**src/rtl/seg7_pkg.sv**
```systemverilog
// Shared constants and types for the 7-segment scan controller.
// Blank/dash glyph codes, scan state enum, small elaboration helper.
package seg7_pkg;

  localparam logic [3:0] DIG_BLANK = 4'd15;
  localparam logic [3:0] DIG_DASH  = 4'd10;

  typedef enum logic [1:0] {
    IDLE,
    BLANK,
    SHOW
  } scan_state_t;

  function automatic int imax(input int a, input int b);
    return (a > b) ? a : b;
  endfunction

endpackage

```
**src/rtl/seg7_scan_timer.sv**
```systemverilog
// Phase counter for the scan controller: counts up from 0, clears on iCLR.
// Ports: iCLK, iRST (sync, high), iCLR, iTC (terminal count), oCNT, oDONE.
module seg7_scan_timer #(
  parameter int W = 4
) (
  input  logic         iCLK,
  input  logic         iRST,
  input  logic         iCLR,
  input  logic [W-1:0] iTC,
  output logic [W-1:0] oCNT,
  output logic         oDONE
);

  logic [W-1:0] cnt_q;

  always_ff @(posedge iCLK) begin
    if (iRST) begin
      cnt_q <= '0;
    end else if (iCLR) begin
      cnt_q <= '0;
    end else begin
      cnt_q <= cnt_q + W'(1);
    end
  end

  // done is high during the last cycle of a phase of iTC cycles
  assign oDONE = (cnt_q == iTC - W'(1));
  assign oCNT  = cnt_q;

endmodule

```
**src/rtl/seg7_scan_ctrl.sv**
```systemverilog
// Multiplexes one SEG7 decoder over NUM_DIGITS common-anode digits with a
// double-buffered digit snapshot and a blank gap before each digit.
// Ports: iCLK, iRST (sync, high), iEN, iLOAD, iDATA -> oDIG, oAN (low), oFRAME.
// Build option SEG7_LEADING_ZERO_BLANK_EN: suppress leading zero digits.
module seg7_scan_ctrl
  import seg7_pkg::*;
#(
  parameter int NUM_DIGITS   = 4,
  parameter int SCAN_DIV     = 50000,
  parameter int BLANK_CYCLES = 500
) (
  input  logic                    iCLK,
  input  logic                    iRST,
  input  logic                    iEN,
  input  logic                    iLOAD,
  input  logic [4*NUM_DIGITS-1:0] iDATA,
  output logic [3:0]              oDIG,
  output logic [NUM_DIGITS-1:0]   oAN,
  output logic                    oFRAME
);

  localparam int CW = $clog2(imax(SCAN_DIV, BLANK_CYCLES) + 1);
  localparam int IW = $clog2(NUM_DIGITS);

  localparam logic [IW-1:0] LAST     = IW'(NUM_DIGITS - 1);
  localparam logic [CW-1:0] TC_SHOW  = CW'(SCAN_DIV);
  localparam logic [CW-1:0] TC_BLANK = CW'(BLANK_CYCLES);
  localparam logic [CW-1:0] SHOW_END = CW'(SCAN_DIV - 1);

  scan_state_t state_q, state_d;

  logic [IW-1:0] idx_q, idx_d;

  logic [NUM_DIGITS-1:0][3:0] act_q;
  logic [NUM_DIGITS-1:0][3:0] pend_q;
  logic [NUM_DIGITS-1:0][3:0] shown;
  logic                       pvld_q;

  logic [CW-1:0] cnt, cnt_nxt, tc;
  logic          done, clr, swap;

  logic [NUM_DIGITS-1:0] an_q, an_d;
  logic [3:0]            dig_q, dig_d;
  logic                  frame_q, frame_d;

  assign tc = (state_q == SHOW) ? TC_SHOW : TC_BLANK;

  seg7_scan_timer #(
    .W(CW)
  ) u_timer (
    .iCLK (iCLK),
    .iRST (iRST),
    .iCLR (clr),
    .iTC  (tc),
    .oCNT (cnt),
    .oDONE(done)
  );

  assign cnt_nxt = clr ? '0 : cnt + CW'(1);

`ifdef SEG7_LEADING_ZERO_BLANK_EN
  logic zabove;
`endif

  always_comb begin
    shown = act_q;
`ifdef SEG7_LEADING_ZERO_BLANK_EN
    zabove = 1'b1;
    for (int k = NUM_DIGITS - 1; k > 0; k--) begin
      zabove = zabove & (act_q[k] == 4'd0);
      if (zabove) shown[k] = DIG_BLANK;
    end
`endif
  end

  always_comb begin
    state_d = state_q;
    idx_d   = idx_q;
    clr     = 1'b0;
    swap    = 1'b0;
    an_d    = '1;
    dig_d   = DIG_BLANK;
    frame_d = 1'b0;
    if (!iEN) begin
      state_d = IDLE;
      idx_d   = '0;
      clr     = 1'b1;
    end else begin
      unique case (state_q)
        IDLE: begin
          state_d = BLANK;
          idx_d   = '0;
          clr     = 1'b1;
          swap    = 1'b1;
        end
        BLANK: begin
          if (done) begin
            state_d = SHOW;
            clr     = 1'b1;
          end
        end
        SHOW: begin
          if (done) begin
            state_d = BLANK;
            clr     = 1'b1;
            if (idx_q == LAST) begin
              idx_d = '0;
              swap  = 1'b1;
            end else begin
              idx_d = idx_q + IW'(1);
            end
          end
        end
        default: begin
          state_d = IDLE;
          idx_d   = '0;
          clr     = 1'b1;
        end
      endcase
    end
    if (state_d == SHOW) begin
      an_d[idx_d] = 1'b0;
      dig_d       = shown[idx_d];
      // flag the final lit cycle of the last digit: the frame ends
      // and the buffer swap happens on the edge closing this cycle
      frame_d = (idx_d == LAST) && (cnt_nxt == SHOW_END);
    end
  end

  always_ff @(posedge iCLK) begin
    if (iRST) begin
      state_q <= IDLE;
      idx_q   <= '0;
      an_q    <= '1;
      dig_q   <= DIG_BLANK;
      frame_q <= 1'b0;
    end else begin
      state_q <= state_d;
      idx_q   <= idx_d;
      an_q    <= an_d;
      dig_q   <= dig_d;
      frame_q <= frame_d;
    end
  end

  // a load coinciding with a swap bypasses pending and lands in active
  always_ff @(posedge iCLK) begin
    if (iRST) begin
      act_q  <= '0;
      pend_q <= '0;
      pvld_q <= 1'b0;
    end else if (swap) begin
      if (iLOAD) begin
        act_q <= iDATA;
      end else if (pvld_q) begin
        act_q <= pend_q;
      end
      pvld_q <= 1'b0;
    end else if (iLOAD) begin
      pend_q <= iDATA;
      pvld_q <= 1'b1;
    end
  end

  assign oAN    = an_q;
  assign oDIG   = dig_q;
  assign oFRAME = frame_q;

endmodule

```
**config.mk**
```make
export PLATFORM = sky130hd
export DESIGN_NAME = seg7_scan_ctrl
export DESIGN_NICKNAME = d
export VERILOG_FILES = /design/src/rtl/seg7_pkg.sv /design/src/rtl/seg7_scan_timer.sv /design/src/rtl/seg7_scan_ctrl.sv
export SDC_FILE = /design/constraint.sdc
export NUM_CORES = 1
export LEC_CHECK = 0
export BUFFER_PORTS_ARGS = -buffer_cell sky130_fd_sc_hd__buf_2
export CAP_MARGIN = 20
export CELL_PAD_IN_SITES_DETAIL_PLACEMENT = 1
export CELL_PAD_IN_SITES_GLOBAL_PLACEMENT = 1
export CORE_ASPECT_RATIO = 1.75
export CORE_UTILIZATION = 25
export DETAILED_ROUTE_END_ITERATION = 8
export HOLD_SLACK_MARGIN = 0.15
export PLACE_DENSITY_LB_ADDON = 0.12
export SKIP_LAST_GASP = 1
export SLEW_MARGIN = 5
export SYNTH_ARGS = -nofsm -noshare
export SYNTH_HDL_FRONTEND = slang
export SYNTH_HIERARCHICAL = 1
export SYNTH_SLANG_ARGS = --single-unit
```
**constraint.sdc**
```tcl
create_clock -name iCLK -period 3.55 [get_ports iCLK]
set_input_delay 0.71 -clock iCLK [delete_from_list [all_inputs] [get_ports iCLK]]
set_output_delay 0.71 -clock iCLK [all_outputs]
set_load 0.02 [all_outputs]
```
==> qor.txt <==
min-delay src - pend_q[9]
Pwr per Cell Area - 403 nW/um^2
post-synthesis area per instance - 8.28 um^2
clk buf depth - 2
DR DRC count - 0
Nets - 526
simple logic cell fraction of the synthesized area - 0.244
Num CTS Buffers - 9
reg2reg path depth - 14
largest family of logic cells by synthesized area - simple AND/OR/NAND/NOR gates
Post-Synth XOR/XNOR Area - 0.0777
antenna violations before repair - 0
Worst setup EP type - register
Total Power - 1.77 mW
final setup vio count - 0
Worst Setup Path Type - reg -> reg
router iterations before antenna repair - 4
DR vias - 3,183
gpl congestion - 0.760
H-tree Lvls - 3
Root Driver - clkbuf_16
number of synthesized flops with an enable pin - 0
Sequential Area - 1240 um^2
first-pass GRT wire length - 17,400 um
grt ovf - 0
layout overhead on the synthesized area - 25.8%
Die H - 158 um
Worst-path clk slew - 60 ps
status - completed
r2r setup slk - 320 ps
Worst Path Arrival - 3470 ps
core area - 13,500 um^2
Die W - 91.4 um
Post-Route WL - 10,700 um
Cell Area, Synth - 3490 um^2
Clk Latency, worst-skew pair - 330 ps
clk_skew - 5.80 ps
Final Max Tran Viols - 0
mux share of post-synthesis cell area - 0.0802
hold endpoint - pend_q[9]
DR iter-0 viols - 72
most frequent cells in the layout - dfxtp_1, nor2_1, conb_1
non-filler cells, final - 677
Fin Setup TNS - 0 ps
register area share after synthesis - 0.355
Setup crit start kind - register
Die Area - 14,500 um^2
FMAX - 0.310 GHz
floorplan row count - 56
clock sink count - 62
class of the worst hold path - reg -> reg
Yosys warning total - 6
TritonCTS clock tree - yes
adder-cell share of the synthesized area - 0.0287
Post-synth ARST share - 0
Critical Path Fanout Max - 8
reg-to-reg startpoint - state_q[0]
RSZ-0062 raised after global routing - no
maximum capacitance violations - 0
FF-to-FF End - oFRAME
Via density - 4.70
Synth Instances - 422
crit path time final - 3230 ps
Tcrit/Tclk final - 0.910
FILL cells - 1,607
largest net degree at the start of global routing - 39
layout cells sized above 1 - 0.173
commonest non-fill, non-tap cell in the layout - dfxtp_1
Design Area, Final - 4390 um^2
Synth cell types - 60
Ant. Diodes - 0
IO Count - 29
Fin. Hold Viols - 0
WL per Instance - 15.7 um
measured slew at the worst slew-check pin - 813 ps
vias in the first global route - 3,465
most frequently used flop master after synthesis - dfxtp_1
Max IR drop VDD - 0.266 mV
relative slew slack - 0.454
Starting Density - 0.258
post-DP HPWL - 8180 um
footprint of the multi-input gates - 2250 um^2
Leak - 1.67 nW
Final ANT Viol Nets - 0
FF+latch count, synth - 62
Worst EP required - 3790 ps
number of I/O port buffers - 28
Placed Instances - 660
Placed Area - 4070 um^2
Tot GR Track Use - 0.159
hold depth - 2
post-synthesis compound-gate area fraction - 0.166
-- registers in the layout, indices dropped and copies added, names as in the netlist --
register	count
act_q	16
idx_q	2
oAN	4
oDIG	4
oFRAME	1
pend_q	16
pvld_q	1
state_q	2
u_timer/oCNT	16
-- stage by stage --
stage                      util  hold WS, ps  setup slack, ps
after floorplan               -          436              129
after global placement    0.301          441              173
after detailed placement  0.301          446             11.2
after CTS                 0.323          453             53.3
after global routing      0.325          470             63.0
final                     0.325          453              321
-- critical path, stage by stage (launching register included) --
cell and delay, ps:
dfxtp_1 330, inv_1 60, ha_1 210, inv_2 130, nor2b_1 70, or3_1 350, a31oi_1 190, nand4_1 120
a2111oi_2 330, and4_4 330, mux2i_1 90, o31a_1 300, a211oi_4 210, o211ai_2 130, nor4_2 280
-- how the worst max path moves through the flow --
stage / start / end / cells past startpoint
floorplan: state_q[0] / oDIG[2] / 16
global placement: state_q[0] / oFRAME / 14
CTS: state_q[0] / oFRAME / 14
global route: state_q[0] / oDIG[1] / 15
detailed placement: state_q[0] / pend_q[11] / 14
finish: state_q[0] / oFRAME / 14
-- per-layer routing --
metal  wire length, um  global-route usage
met1              3960               0.145
met5                 0                   0
met3               297              0.0301
met2              6090               0.330
met4               308              0.0733
-- cells by family after synthesis --
logic type               count (synthesis)
AO/OA/AOI/OAI                           84
XOR/XNOR                                31
adder cells (fa/ha/maj)                  8
buffers and inverters                   39
flip-flops                              62
multiplexers                            28
other                                    2
AND/OR/NAND/NOR                        168
-- cells in the mapped netlist (2+ instances only) --
master	number	area, um^2
nand2b_1	2	12.5
nor3_2	2	20.0
o22ai_1	2	12.5
a31oi_1	6	37.5
dfxtp_1	62	1240
a211oi_1	17	128
o211ai_1	2	15.0
nor3b_1	2	15.0
o21ai_0	10	50.1
nor4_1	5	31.3
nor2_1	43	161
clkbuf_1	17	63.8
or2_2	2	12.5
xor2_1	12	105
nand4_1	8	50.1
and3_1	5	31.3
o21a_1	2	15.0
inv_1	14	52.6
a2111oi_0	2	17.5
mux2i_1	28	280
or3_1	6	37.5
nand2_1	35	131
ha_1	8	100
a21oi_1	23	115
nand3_1	31	155
nor3_1	10	50.1
buf_4	2	15.0
or4_1	2	15.0
nor2b_1	4	25.0
buf_2	4	20.0
and2_1	2	12.5
conb_1	2	7.51
xnor2_1	19	166
a22oi_1	5	37.5
-- report_power, final --
part	switching, mW	leakage, nW	internal, mW
Sequential	0.0141	0.505	0.721
Combinational	0.0825	1.02	0.0560
Clock	0.351	0.146	0.545
Total	0.448	1.67	1.32
-- area by class of cell --
cell class	count	share of cell area
timing repair buffer	51	0.0740
inverter	15	0.0128
sequential	62	0.282
clock buffer	9	0.0513
multi-input combinational	359	0.513
clock inverter	7	0.0168
tap	174	0.0495
-- repair_timing --
item	in CTS	in global routing
gates resized for setup	1	5
setup endpoints to repair	2	26
setup buffers	0	1
pin swaps	0	1
hold buffers	0	0
(Power assumes the default switching activity.)
